`config.mk`:
```
export PLATFORM = sky130hd
export DESIGN_NAME = fb_arbiter_flat
export DESIGN_NICKNAME = d
export VERILOG_FILES = /design/src/rtl/fb_arbiter_if.sv /design/src/rtl/fb_arbiter.sv /design/src/flat_wrapper.sv
export SDC_FILE = /design/constraint.sdc
export NUM_CORES = 1
export LEC_CHECK = 0
export ABC_AREA = 1
export BUFFER_PORTS_ARGS = -buffer_cell sky130_fd_sc_hd__buf_2
export CORE_MARGIN = 2
export CORE_UTILIZATION = 40
export DETAILED_ROUTE_END_ITERATION = 6
export HOLD_SLACK_MARGIN = 0.05
export PLACE_DENSITY = 0.63
export SYNTH_ARGS = -nofsm -noshare
export SYNTH_HDL_FRONTEND = slang
export SYNTH_SLANG_ARGS = --single-unit
```
`constraint.sdc`:
```
create_clock -name clk -period 8 [get_ports clk]
set_input_delay 0.8 -clock clk [delete_from_list [all_inputs] [get_ports clk]]
set_output_delay 0.8 -clock clk [all_outputs]
set_load 0.005 [all_outputs]
```
`src/rtl/fb_arbiter_if.sv`:
```
// Framebuffer arbiter bus: display read port, pixel writer handshake, clear
// control and the single-ported memory side, bundled for one connection.
interface fb_arbiter_if #(
  parameter int ADDR_W = 19,
  parameter int DATA_W = 16
);
  logic              vga_rd;
  logic [ADDR_W-1:0] vga_addr;
  logic [DATA_W-1:0] vga_data;

  logic              wr_valid;
  logic              wr_ready;
  logic [ADDR_W-1:0] wr_addr;
  logic [DATA_W-1:0] wr_data;

  logic              clr_start;
  logic [DATA_W-1:0] clr_color;
  logic              clr_busy;

  logic [ADDR_W-1:0] mem_addr;
  logic              mem_we;
  logic [DATA_W-1:0] mem_wdata;
  logic [DATA_W-1:0] mem_rdata;

  // Arbiter side.
  modport slave (
    input  vga_rd, vga_addr, wr_valid, wr_addr, wr_data,
           clr_start, clr_color, mem_rdata,
    output vga_data, wr_ready, clr_busy, mem_addr, mem_we, mem_wdata
  );

  // Display, writer and memory side.
  modport master (
    output vga_rd, vga_addr, wr_valid, wr_addr, wr_data,
           clr_start, clr_color, mem_rdata,
    input  vga_data, wr_ready, clr_busy, mem_addr, mem_we, mem_wdata
  );
endinterface

```
`src/rtl/fb_arbiter.sv`:
```
// Single-port framebuffer arbiter: display reads always win, buffered pixel
// writes and a full-screen clear fill the memory on the remaining cycles.
module fb_arbiter #(
  parameter int ADDR_W     = 19,
  parameter int DATA_W     = 16,
  parameter int FIFO_DEPTH = 4,
  parameter int FB_SIZE    = 307200
) (
  input  logic        clk,
  input  logic        rstn,
  fb_arbiter_if.slave bus
);

  localparam int PTR_W = (FIFO_DEPTH > 1) ? $clog2(FIFO_DEPTH) : 1;
  localparam int CNT_W = PTR_W + 1;
  localparam logic [CNT_W-1:0]  FULL_CNT  = CNT_W'(FIFO_DEPTH);
  localparam logic [ADDR_W-1:0] LAST_ADDR = ADDR_W'(FB_SIZE - 1);

  typedef enum logic [1:0] {
    ST_IDLE,
    ST_FLUSH,
    ST_CLEAR
  } state_e;

  state_e            state_q, state_d;
  logic [PTR_W-1:0]  wr_ptr_q, wr_ptr_d;
  logic [PTR_W-1:0]  rd_ptr_q, rd_ptr_d;
  logic [CNT_W-1:0]  count_q, count_d;
  logic [ADDR_W-1:0] clr_cnt_q, clr_cnt_d;
  logic [DATA_W-1:0] color_q, color_d;
  logic              clr_busy_q, clr_busy_d;

  logic [ADDR_W-1:0] fifo_addr_q [FIFO_DEPTH];
  logic [DATA_W-1:0] fifo_data_q [FIFO_DEPTH];

  logic fifo_empty;
  logic fifo_full;
  logic push;
  logic pop;
  logic clr_wr;

  assign fifo_empty = (count_q == '0);
  assign fifo_full  = (count_q == FULL_CNT);

  // The FIFO can only hold entries outside CLEAR, since CLEAR is entered
  // empty and pushes are refused once a clear has been accepted.
  assign push   = bus.wr_valid && bus.wr_ready;
  assign pop    = !bus.vga_rd && !fifo_empty && (state_q != ST_CLEAR);
  assign clr_wr = !bus.vga_rd && (state_q == ST_CLEAR);

  assign bus.wr_ready = !fifo_full && (state_q == ST_IDLE);
  assign bus.vga_data = bus.mem_rdata;
  assign bus.clr_busy = clr_busy_q;

  // Memory port mux: stays combinational so display latency is untouched.
  always_comb begin
    // NOTE: every signal assigned in always_comb gets a default up front;
    // a path that leaves one unassigned would infer a latch.
    bus.mem_we    = 1'b0;
    bus.mem_addr  = bus.vga_addr;
    bus.mem_wdata = '0;
    if (pop) begin
      bus.mem_we    = 1'b1;
      bus.mem_addr  = fifo_addr_q[rd_ptr_q];
      bus.mem_wdata = fifo_data_q[rd_ptr_q];
    end else if (clr_wr) begin
      bus.mem_we    = 1'b1;
      bus.mem_addr  = clr_cnt_q;
      bus.mem_wdata = color_q;
    end
  end

  always_comb begin
    state_d   = state_q;
    clr_cnt_d = clr_cnt_q;
    color_d   = color_q;
    wr_ptr_d  = push ? wr_ptr_q + PTR_W'(1) : wr_ptr_q;
    rd_ptr_d  = pop  ? rd_ptr_q + PTR_W'(1) : rd_ptr_q;
    count_d   = count_q;

    case ({push, pop})
      2'b10:   count_d = count_q + CNT_W'(1);
      2'b01:   count_d = count_q - CNT_W'(1);
      default: count_d = count_q;
    endcase

    unique case (state_q)
      ST_IDLE: begin
        if (bus.clr_start) begin
          color_d = bus.clr_color;
          state_d = ST_FLUSH;
        end
      end
      ST_FLUSH: begin
        // Checked before this cycle's pop, so the cycle that finds the
        // FIFO empty is the one extra FLUSH cycle before the sweep.
        if (fifo_empty) begin
          state_d   = ST_CLEAR;
          clr_cnt_d = '0;
        end
      end
      ST_CLEAR: begin
        if (clr_wr) begin
          if (clr_cnt_q == LAST_ADDR) begin
            state_d   = ST_IDLE;
            clr_cnt_d = '0;
          end else begin
            clr_cnt_d = clr_cnt_q + ADDR_W'(1);
          end
        end
      end
      default: state_d = ST_IDLE;
    endcase

    clr_busy_d = (state_d != ST_IDLE);
  end

  always_ff @(posedge clk or negedge rstn) begin
    if (!rstn) begin
      state_q    <= ST_IDLE;
      wr_ptr_q   <= '0;
      rd_ptr_q   <= '0;
      count_q    <= '0;
      clr_cnt_q  <= '0;
      color_q    <= '0;
      clr_busy_q <= 1'b0;
    end else begin
      state_q    <= state_d;
      wr_ptr_q   <= wr_ptr_d;
      rd_ptr_q   <= rd_ptr_d;
      count_q    <= count_d;
      clr_cnt_q  <= clr_cnt_d;
      color_q    <= color_d;
      clr_busy_q <= clr_busy_d;
    end
  end

  // NOTE: the storage array is deliberately left out of reset; entries are
  // only ever read after being written, and the empty count guards them.
  always_ff @(posedge clk) begin
    if (push) begin
      fifo_addr_q[wr_ptr_q] <= bus.wr_addr;
      fifo_data_q[wr_ptr_q] <= bus.wr_data;
    end
  end

endmodule

```
`src/flat_wrapper.sv`:
```
// flat-port wrapper written by rule: the top's interface ports become plain ports
module fb_arbiter_flat 
#(
  parameter int ADDR_W     = 19,
  parameter int DATA_W     = 16,
  parameter int FIFO_DEPTH = 4,
  parameter int FB_SIZE    = 307200
)
  (clk, rstn, bus_vga_rd, bus_vga_addr, bus_wr_valid, bus_wr_addr, bus_wr_data, bus_clr_start, bus_clr_color, bus_mem_rdata, bus_vga_data, bus_wr_ready, bus_clr_busy, bus_mem_addr, bus_mem_we, bus_mem_wdata);
  fb_arbiter_if #(.ADDR_W(ADDR_W), .DATA_W(DATA_W)) bus_i ();
  input  logic clk;
  input  logic rstn;
  input wire logic [$bits(bus_i.vga_rd)-1:0] bus_vga_rd;
  input wire logic [$bits(bus_i.vga_addr)-1:0] bus_vga_addr;
  input wire logic [$bits(bus_i.wr_valid)-1:0] bus_wr_valid;
  input wire logic [$bits(bus_i.wr_addr)-1:0] bus_wr_addr;
  input wire logic [$bits(bus_i.wr_data)-1:0] bus_wr_data;
  input wire logic [$bits(bus_i.clr_start)-1:0] bus_clr_start;
  input wire logic [$bits(bus_i.clr_color)-1:0] bus_clr_color;
  input wire logic [$bits(bus_i.mem_rdata)-1:0] bus_mem_rdata;
  output wire logic [$bits(bus_i.vga_data)-1:0] bus_vga_data;
  output wire logic [$bits(bus_i.wr_ready)-1:0] bus_wr_ready;
  output wire logic [$bits(bus_i.clr_busy)-1:0] bus_clr_busy;
  output wire logic [$bits(bus_i.mem_addr)-1:0] bus_mem_addr;
  output wire logic [$bits(bus_i.mem_we)-1:0] bus_mem_we;
  output wire logic [$bits(bus_i.mem_wdata)-1:0] bus_mem_wdata;
  assign bus_i.vga_rd = bus_vga_rd;
  assign bus_i.vga_addr = bus_vga_addr;
  assign bus_i.wr_valid = bus_wr_valid;
  assign bus_i.wr_addr = bus_wr_addr;
  assign bus_i.wr_data = bus_wr_data;
  assign bus_i.clr_start = bus_clr_start;
  assign bus_i.clr_color = bus_clr_color;
  assign bus_i.mem_rdata = bus_mem_rdata;
  assign bus_vga_data = bus_i.vga_data;
  assign bus_wr_ready = bus_i.wr_ready;
  assign bus_clr_busy = bus_i.clr_busy;
  assign bus_mem_addr = bus_i.mem_addr;
  assign bus_mem_we = bus_i.mem_we;
  assign bus_mem_wdata = bus_i.mem_wdata;
  fb_arbiter #(.ADDR_W(ADDR_W), .DATA_W(DATA_W), .FIFO_DEPTH(FIFO_DEPTH), .FB_SIZE(FB_SIZE)) u_core (.clk(clk), .rstn(rstn), .bus(bus_i));
endmodule
```
## After elaboration in Yosys (flattened, before gate mapping)

Memory sizes are Yosys's and may differ from the RTL's.
Cells that the tools add are included.

| word-level totals | value |
|---|---|
| register bits | 45 |
| logic and storage cells | 56 |
| RAM bits | 140 |
| input bits | 91 |
| output and inout bits | 54 |
| memories | 2 |

Memories:

| memory | depth | width | rd ports | clocked after memory_dff | write ports | line | source |
|---|---|---|---|---|---|---|---|
| u_core.fifo_addr_q | 4 | 19 | 1 | 0 | 1 | fb_arbiter.sv:33 | `logic [ADDR_W-1:0] fifo_addr_q [FIFO_DEPTH];` |
| u_core.fifo_data_q | 4 | 16 | 1 | 0 | 1 | fb_arbiter.sv:34 | `logic [DATA_W-1:0] fifo_data_q [FIFO_DEPTH];` |

| operators by class | value |
|---|---|
| equal/unequal tests | 9 |
| add/subtract/negate cells | 5 |
| reduce and logical (&&, ||, !) cells | 15 |
| mux-type cells | 18 |

Operator list:

| operator | count |
|---|---|
| $mux 19 | 5 |
| $pmux 19 s2 | 1 |
| $mux 16 | 2 |
| $add 19x1->19 const B | 1 |
| $eq 19x19->1 const B | 1 |
| $mux 2 | 4 |
| $pmux 2 s3 | 1 |
| $pmux 3 s2 | 1 |
| $reduce_bool 2->1 | 3 |
| $logic_and 1x1->1 | 5 |
| $add 2x1->2 const B | 2 |
| $eq 2x1->1 const B | 2 |
| $eq 2x2->1 const B | 2 |
| $mux 1 | 4 |
| $ne 2x1->1 const B | 2 |
| $add 3x1->3 const B | 1 |
| $eq 3x3->1 const B | 1 |
| $logic_not 1->1 | 3 |
| $logic_not 3->1 | 1 |
| $reduce_and 3->1 | 1 |
| $sub 3x1->3 const B | 1 |
| $logic_not 2->1 | 1 |
| $ne 2x2->1 const B | 1 |
| $reduce_and 2->1 | 1 |

## Logic depth before layout (Yosys ltp)

Gate-level depths: netlist (run 1).

| logic depth | value |
|---|---|
| word-level depth | 6 |
| mapped depth | 12 |
| mapped depth without buffers | 11 |

## Least setup slack after synthesis (run 1)

Ideal clock, no wire load.

| path | value |
|---|---|
| kind | register -> register |
| start point | reg u_core.state_q[0] |
| end point | mem u_core.fifo_addr_q[0][0], enable pin |
| cell stages (with the launch flop) | 7 |
| library setup time | 0.427 ns |
| period minus slack after synthesis | 3.014 ns |
| buffers on the path | 0 |
| setup slack | 4.986 ns |
| data required time | 7.573 ns |
| arrival | 2.586 ns |
| cell sequence | dfrtp_1 -> inv_1 -> ha_1 -> inv_1 -> a21oi_1 -> nand2_1 -> nor2_1 |

| between the ends | value |
|---|---|
| word-level cells in the longest chain between the ends | 5 |

RTL lines:

| what | line | source |
|---|---|---|
| start, declared | fb_arbiter.sv:25 | `state_e state_q, state_d;` |
| start signal, assigned | fb_arbiter.sv:128 | `state_q <= state_d;` |
| $logic_not 2->1 | fb_arbiter.sv:51 | `assign bus.wr_ready = !fifo_full && (state_q == ST_IDLE);` |
| $logic_and 1x1->1 | fb_arbiter.sv:51 |  |
| named net bus_wr_ready | flat_wrapper.sv:22 | `output wire logic [$bits(bus_i.wr_ready)-1:0] bus_wr_ready;` |
| $logic_and 1x1->1 | fb_arbiter.sv:47 | `assign push = bus.wr_valid && bus.wr_ready;` |
| $mux 1 | fb_arbiter.sv:141 | `if (push) begin` |
| $mux 1 (not written as such) | fb_arbiter.sv:142 | `fifo_addr_q[wr_ptr_q] <= bus.wr_addr;` |
| end, declared | fb_arbiter.sv:33 |  |

The timed path passes the listed nets, and every way through them passes these cells.

## Worst setup path in the final report (run 1)

| path | value |
|---|---|
| start point | in bus_vga_rd |
| end point | out bus_mem_addr[16] |

| between the ends | value |
|---|---|
| word-level cells in the longest chain between the ends | 4 |
| elaborated cells on any way between the ends | 6 |
| those cells by class | mux (2); reduce/logical (4) |

RTL lines:

| what | line | source |
|---|---|---|
| start, declared | flat_wrapper.sv:13 | `input wire logic [$bits(bus_i.vga_rd)-1:0] bus_vga_rd;` |
| $logic_not 1->1 (*) | fb_arbiter.sv:48, fb_arbiter.sv:49 |  |
| $logic_and 1x1->1 (on tied branches) | fb_arbiter.sv:49, fb_arbiter.sv:48 |  |
| $mux 19 or $logic_and 1x1->1 (tied branches) | fb_arbiter.sv:66, fb_arbiter.sv:48 |  |
| $mux 19 (*) | fb_arbiter.sv:62 | `if (pop) begin` |
| end, declared | flat_wrapper.sv:24 | `output wire logic [$bits(bus_i.mem_addr)-1:0] bus_mem_addr;` |

Mark *: on every way between the ends. The rest lies on a longest branch, timed or not.

==> results.yml, run 1 <==
worst_setup_path:
  crit_fanout: 38
  worst-endpoint-required_ps: 7200
  crit_path_end_kind: "output port"
  crit-reg2reg-launch: "u_core.count_q[0]"
  cp-start-kind: "input pin"
  rr_endpoint: "u_core.count_q[2]"
  r2r_cells: 10
  worstSetupPathType: "input pin to output port"
  r2r_slack_ps: 5170
  arrival_ps: 3540
cts:
  cts_root_buffer: "clkbuf_16"
  htreeDepth: 4
  hold_buffers: 0
  insertion_delay_ps: 440
  path_clk_slew_ps: 70
  cts_tree: "yes"
  clock-sinks: 185
  numCtsBuffers: 17
  cts-resized-gates: 0
  post_cts_buffers: 0
  clock_path_buffers: 2
timing:
  setup_viol: 0
  post-route-period-util: 0.542
  rsz0062_at_grt: "no"
  finalMaxSlewViolations: 0
  min_period_ps: 4340
  worst_pin_slew_ps: 1140
  max-slew-margin-rel: 0.240
  whs_ps: 464
  fin_skew_ps: 11.3
  hold_violations: 0
  finalSetupTns_ps: 0
  timing.fmax_ghz: 0.231
routing:
  antenna_left: 0
  viasPerCell: 5.00
  first_pass_iters: 5
  wl_per_cell_um: 16.3
  drt_iter0_drc: 335
  wl_um: 19100
  via_count: 5849
  drc: 0
pwr:
  leakagePower_uw: 0.00390
  ir_worst_vdd_v: 0.000188
  power.density_mw_per_mm2: 340
  total_power_uw: 3290
yosys:
  synth_area_mm2: 0.00842
  synthSimpleGateAreaFrac: 0.173
  syn_area_per_cell_um2: 10.5
  syn_nets: 900
  synth-compound-area-share: 0.0801
  seq_area_frac_synth: 0.633
  async_flop_share: 0.243
  synth_top_cell_by_area: "edfxtp_1"
  synth.distinct_cells: 31
  synth_fa_ha_area_frac: 0.0172
  yosys-mux-area-fraction: 0.0214
  yosysWarnings: 0
  synth_top_area_frac: 0.499
  synth_edf_count: 140
  synth_area_leaders: "edfxtp_1 (50%), dfrtp_1 (13%), nand2_1 (5.8%), nand3_1 (5.2%), nor2_1 (4.3%)"
  synth_top_family_by_area: "simple AND/OR/NAND/NOR gates"
  synthFlopType: "edfxtp_1"
  synthXorXnorAreaFrac: 0.00936
  netlist_instances: 798
  ys_ff_latch: 185
floorplanning:
  fp.coreArea_mm2: 0.0208
  io_pins: 145
  die_h_um: 149
  die_w_um: 149
  rows: 53
  start_util: 0.404
  dieArea_mm2: 0.0222
grt:
  antenna_found_initial: 4
  globalRoute.totalOverflow: 0
  track_usage: 0.176
  grt_pass1_wl_um: 29700
  grt_max_degree: 89
  grt_pass1_vias: 5638
final_layout:
  area_delta_synth_final_pct: 15.1
  drive_above_1_share: 0.214
  nets: 983
  finalCoreUtilization: 0.465
  diodes: 0
  final_cell_area_mm2: 0.00969
  layout_common_cells: "edfxtp_1 (140), nand2_1 (129), buf_2 (112), nor2_1 (92), nand3_1 (88)"
  final_common_cell: "edfxtp_1"
worst_hold_path:
  hp-class: "input pin to asynchronous set/reset pin"
placed_design:
  numPortBuffers: 112
  place_area_mm2: 0.00908
  dpl.hpwl_um: 11800
  gp_congestion: 0.873
outcome:
  outcome: "complete, no violations"
flow_run:
  max_cap_violations: 0
-- power by group --
group | switching (uW) | internal [uW] | total (uW)
Clock | 408 | 424 | 832
Sequential | 75.5 | 1230 | 1310
Combinational | 768 | 384 | 1150
Total | 1250 | 2040 | 3290
-- metal layers --
metal,wire length [um],share of wire,global-route usage
met3,1020,0.053,0.0425
met4,280,0.015,0.0586
met1,8580,0.45,0.231
met5,26,0.0014,0
met2,9200,0.48,0.289
-- Yosys cell counts (2+ instances only) --
cell type  instances
edfxtp_1         140
nand2_1          129
nor2_1            96
nand3_1           88
o21ai_0           56
inv_1             53
dfrtp_1           45
a21oi_1           25
clkbuf_1          21
o22ai_1           20
a31oi_1           19
buf_4             18
mux2_2            16
buf_2             13
ha_1              10
nand4_1            7
xor2_1             7
inv_2              6
nor2_2             5
o21ai_1            5
nor3_1             4
nand2_2            3
buf_6              2
nand2_4            2
xnor2_1            2
-- stage by stage --
stage,std cells,setup slack [ps]
after global placement,1137,3760
after detailed placement,1137,3610
final,1169,3660
after floorplan,798,4990
after CTS,1169,3630
after global routing,1169,3380
-- state kept, by name, summed over array words and instances (netlist names) --
register             cells
u_core.color_q          16
u_core.count_q           3
u_core.rd_ptr_q          2
u_core.fifo_addr_q      76
u_core.state_q           2
u_core.wr_ptr_q          2
u_core.fifo_data_q      64
u_core.bus.clr_busy      1
u_core.clr_cnt_q        19
-- critical path, cell delays in order --
cell and delay, ps:
buf_2 110, inv_2 510, nand2_1 190, nor2_2 890
inv_2 560, nor2_1 240, a31oi_1 60, buf_2 160
-- area by class of cell --
type | instances | area, um^2
multi-input cells | 498 | 2570
repair buffers | 119 | 613
clock inverters | 15 | 179
fillers | 1973 | 11100
clock buffers | 17 | 425
well taps | 275 | 344
flip-flops and latches | 185 | 5330
inverters | 60 | 230
-- logic make-up (layout without fill, tap and decap cells) --
kind of cell | Yosys count | in the layout
and+or+nand+nor | 337 | 337
AOI/OAI and AO/OA | 125 | 125
adders and majority gates | 11 | 11
xor gates and xnor gates | 9 | 9
DFF | 185 | 185
buffers and inverters | 115 | 211
muxes | 16 | 16
-- how the worst max path moves through the flow --
stage | from | end | slack, ps | depth (start not counted)
after global routing | bus_vga_rd | bus_mem_addr[8] | 3380 | 8
after floorplan | u_core.state_q[0] | u_core.fifo_addr_q[0][0] | 4990 | 6
final | bus_vga_rd | bus_mem_addr[16] | 3660 | 8
after global placement | bus_vga_rd | bus_mem_addr[2] | 3760 | 8
after detailed placement | bus_vga_rd | bus_mem_addr[8] | 3610 | 8
after CTS | bus_vga_rd | bus_mem_addr[8] | 3630 | 8
Power figures use the tool's default switching activity.
==> run 2: changes to the inputs <==
Settings changed: ABC_AREA 1 to 0, PLACE_DENSITY 0.63 to 0.66.
Clock period 8 ns to 3.9 ns, I/O delays scaled along.
==> run 2 against run 1 <==
Synthesized area shrank 5.3%; worst hold slack lost 410 ps; non-clock buffer count grew 1; sequential share of layout area grew 2.3 points; largest power group unchanged; wire length shrank 10%; via count shrank 19%.
==> results.yml, run 2 <==
floorplanning:
  fp.coreArea_mm2: 0.0195
  start_util: 0.408
  dieArea_mm2: 0.0211
  die_h_um: 145
  io_pins: 145
  rows: 51
  die_w_um: 145
worst_setup_path:
  r2r_slack_ps: 1320
  arrival_ps: 2770
  cp-start-kind: "register"
  worstSetupPathType: "register to output port"
  crit_path_end_kind: "output port"
  worst-endpoint-required_ps: 3510
  crit_fanout: 23
worst_hold_path:
  hp-class: "input pin to asynchronous set/reset pin"
grt:
  grtUsageMet1: 0.211
  busiest_layer: "met2"
  track_usage: 0.168
  met2_usage: 0.285
  met3_usage: 0.0390
  grt_max_degree: 46
  grt_pass1_vias: 5023
  globalRoute.totalOverflow: 0
  antenna_found_initial: 2
  grt_pass1_wl_um: 27200
routing:
  viasPerCell: 5.30
  wl_um: 17100
  drc: 0
  antenna_left: 0
  drt_iter0_drc: 295
  first_pass_iters: 5
  via_count: 4746
  wl_per_cell_um: 19.1
placed_design:
  gp_congestion: 0.846
  dpl.hpwl_um: 11200
  numPortBuffers: 112
final_layout:
  nets: 719
  n_fill_cell: 1713
  area_delta_synth_final_pct: 16.6
  largest_register_ffs: 76
  final_common_cell: "edfxtp_1"
  top_register: "u_core.fifo_addr_q"
  top_regs: "u_core.fifo_addr_q: 76 flops, u_core.fifo_data_q: 64 flops, u_core.clr_cnt_q: 19 flops"
  drive_above_1_share: 0.337
  layout_common_cells: "edfxtp_1 (140), buf_2 (112), dfrtp_1 (43), nand2_1 (37)"
yosys:
  seq_area_frac_synth: 0.668
  yosysMostFrequentCell: "edfxtp_1"
  synth.distinct_cells: 43
  netlist_instances: 518
  syn_nets: 620
  synth_top_area_frac: 0.527
  syn_area_per_cell_um2: 15.4
  yosysWarnings: 0
  synth_edf_count: 140
  synthFlopType: "edfxtp_1"
  synth_top_cell_by_area: "edfxtp_1"
  ys_ff_latch: 185
  synth_area_mm2: 0.00798
  synth_area_leaders: "edfxtp_1 (53%), dfrtp_1 (14%), mux4_2 (9.9%), mux2_2 (2.3%), o21ai_0 (2.2%)"
  async_flop_share: 0.243
  ys_top_cells_by_count: "edfxtp_1 (140), dfrtp_1 (45), nand2_1 (37)"
cts:
  cts_root_buffer: "clkbuf_16"
  hold_buffers: 0
  clock-sinks: 185
  path_clk_slew_ps: 70
  insertion_delay_ps: 420
  cts-resized-gates: 0
  post_cts_buffers: 0
  cts_tree: "yes"
  htreeDepth: 4
  clock_path_buffers: 2
  numCtsBuffers: 17
pwr:
  pwr-share-comb: 0.295
  leakagePower_uw: 0.00354
  p_int_uw: 4410
  switching_share: 0.308
  ir_worst_vdd_v: 0.000335
  p_seq_frac: 0.442
  switching_power_uw: 1960
  power.density_mw_per_mm2: 686
  power_frac_clock: 0.263
timing:
  timing.fmax_ghz: 0.317
  setup_viol: 0
  whs_ps: 55.1
  finalMaxSlewViolations: 0
  fin_skew_ps: 8.64
  hold_violations: 0
  min_period_ps: 3160
  rsz0062_at_grt: "no"
  finalSetupTns_ps: 0
  worst_pin_slew_ps: 1090
  max-slew-margin-rel: 0.271
  post-route-period-util: 0.810
flow_run:
  max_cap_violations: 0
outcome:
  outcome: "complete, no violations"
==> run 2: cell types whose count changed after synthesis, sizes merged, moves of 26 or more <==
| cell | delta |
|---|---|
| nand2 | -97 |
| nor2 | -88 |
| nand3 | -77 |
| inv | -39 |
| mux4 | +35 |
| o21ai | -26 |
==> run 2: area by class of cell <==
class                   instances  area [um^2]  share of cell area
diodes                          1         2.50            0.000269
clock buffers                  19          433              0.0466
flip-flops and latches        185         5330               0.574
inverters                      21         78.8             0.00848
well taps                     265          332              0.0357
clock inverters                13          141              0.0152
repair buffers                120          621              0.0667
multi-input cells             272         2360               0.254
==> run 2: metrics by stage <==
stage / worst slack [ps] / total power [uW] / utilization / cells / area, um^2
after floorplan: 1250 / 4090 / - / 518 / 7980
after CTS: 722 / 6440 / 0.476 / 895 / 9300
after global routing: 510 / 6730 / 0.476 / 895 / 9300
final: 741 / 6380 / 0.476 / 896 / 9300
after global placement: 1270 / 4690 / 0.447 / 863 / 8720
after detailed placement: 1210 / 4770 / 0.447 / 863 / 8720
==> run 2: path summary, 6_finish.rpt <==
kind / startpoint / to / cells after the start
worst min-delay path: rstn / u_core.color_q[1] / 2
max in group asynchronous: rstn / u_core.rd_ptr_q[0] / 2
worst max-delay path: u_core.state_q[0] / bus_mem_addr[15] / 7
worst min register to register: u_core.color_q[14] / u_core.color_q[14] / 1
min in group clk: bus_wr_addr[3] / u_core.fifo_addr_q[2][3] / 1
worst max register to register: u_core.state_q[1] / u_core.fifo_addr_q[1][18] / 5
==> run 2: logic make-up (layout without fill, tap and decap cells) <==
kind of cell               after synthesis  after routing  synth area share
DFF                                    185            185             0.668
and+or+nand+nor                        100            100            0.0626
AOI/OAI and AO/OA                       93             93            0.0717
muxes                                   62             62             0.135
buffers and inverters                   61            173            0.0373
adders and majority gates               11             11            0.0182
xor gates and xnor gates                 6              6           0.00659
other                                    0              1                 0
==> run 2: routing by layer <==
metal  share of wire  up-vias
met5         0.00064        -
met4           0.017        2
met3           0.048       32
met2            0.51      152
met1            0.42     2371
li1                -     2189
==> run 2: critical path: stages (launching register included) <==
cell and delay (ps):
dfrtp_1 400, inv_1 90, ha_1 310, nand2b_1 800, buf_4 310, mux2i_1 200, o21ai_0 80, buf_2 140
==> run 2: power groups by stage <==
stage | logic (uW) | clock network (uW) | registers [uW]
after global routing | 2070 | 1780 | 2870
after floorplan | 1420 | 0 | 2670
final | 1880 | 1680 | 2820
after global placement | 1850 | 0 | 2830
after CTS | 1910 | 1710 | 2830
after detailed placement | 1900 | 0 | 2870
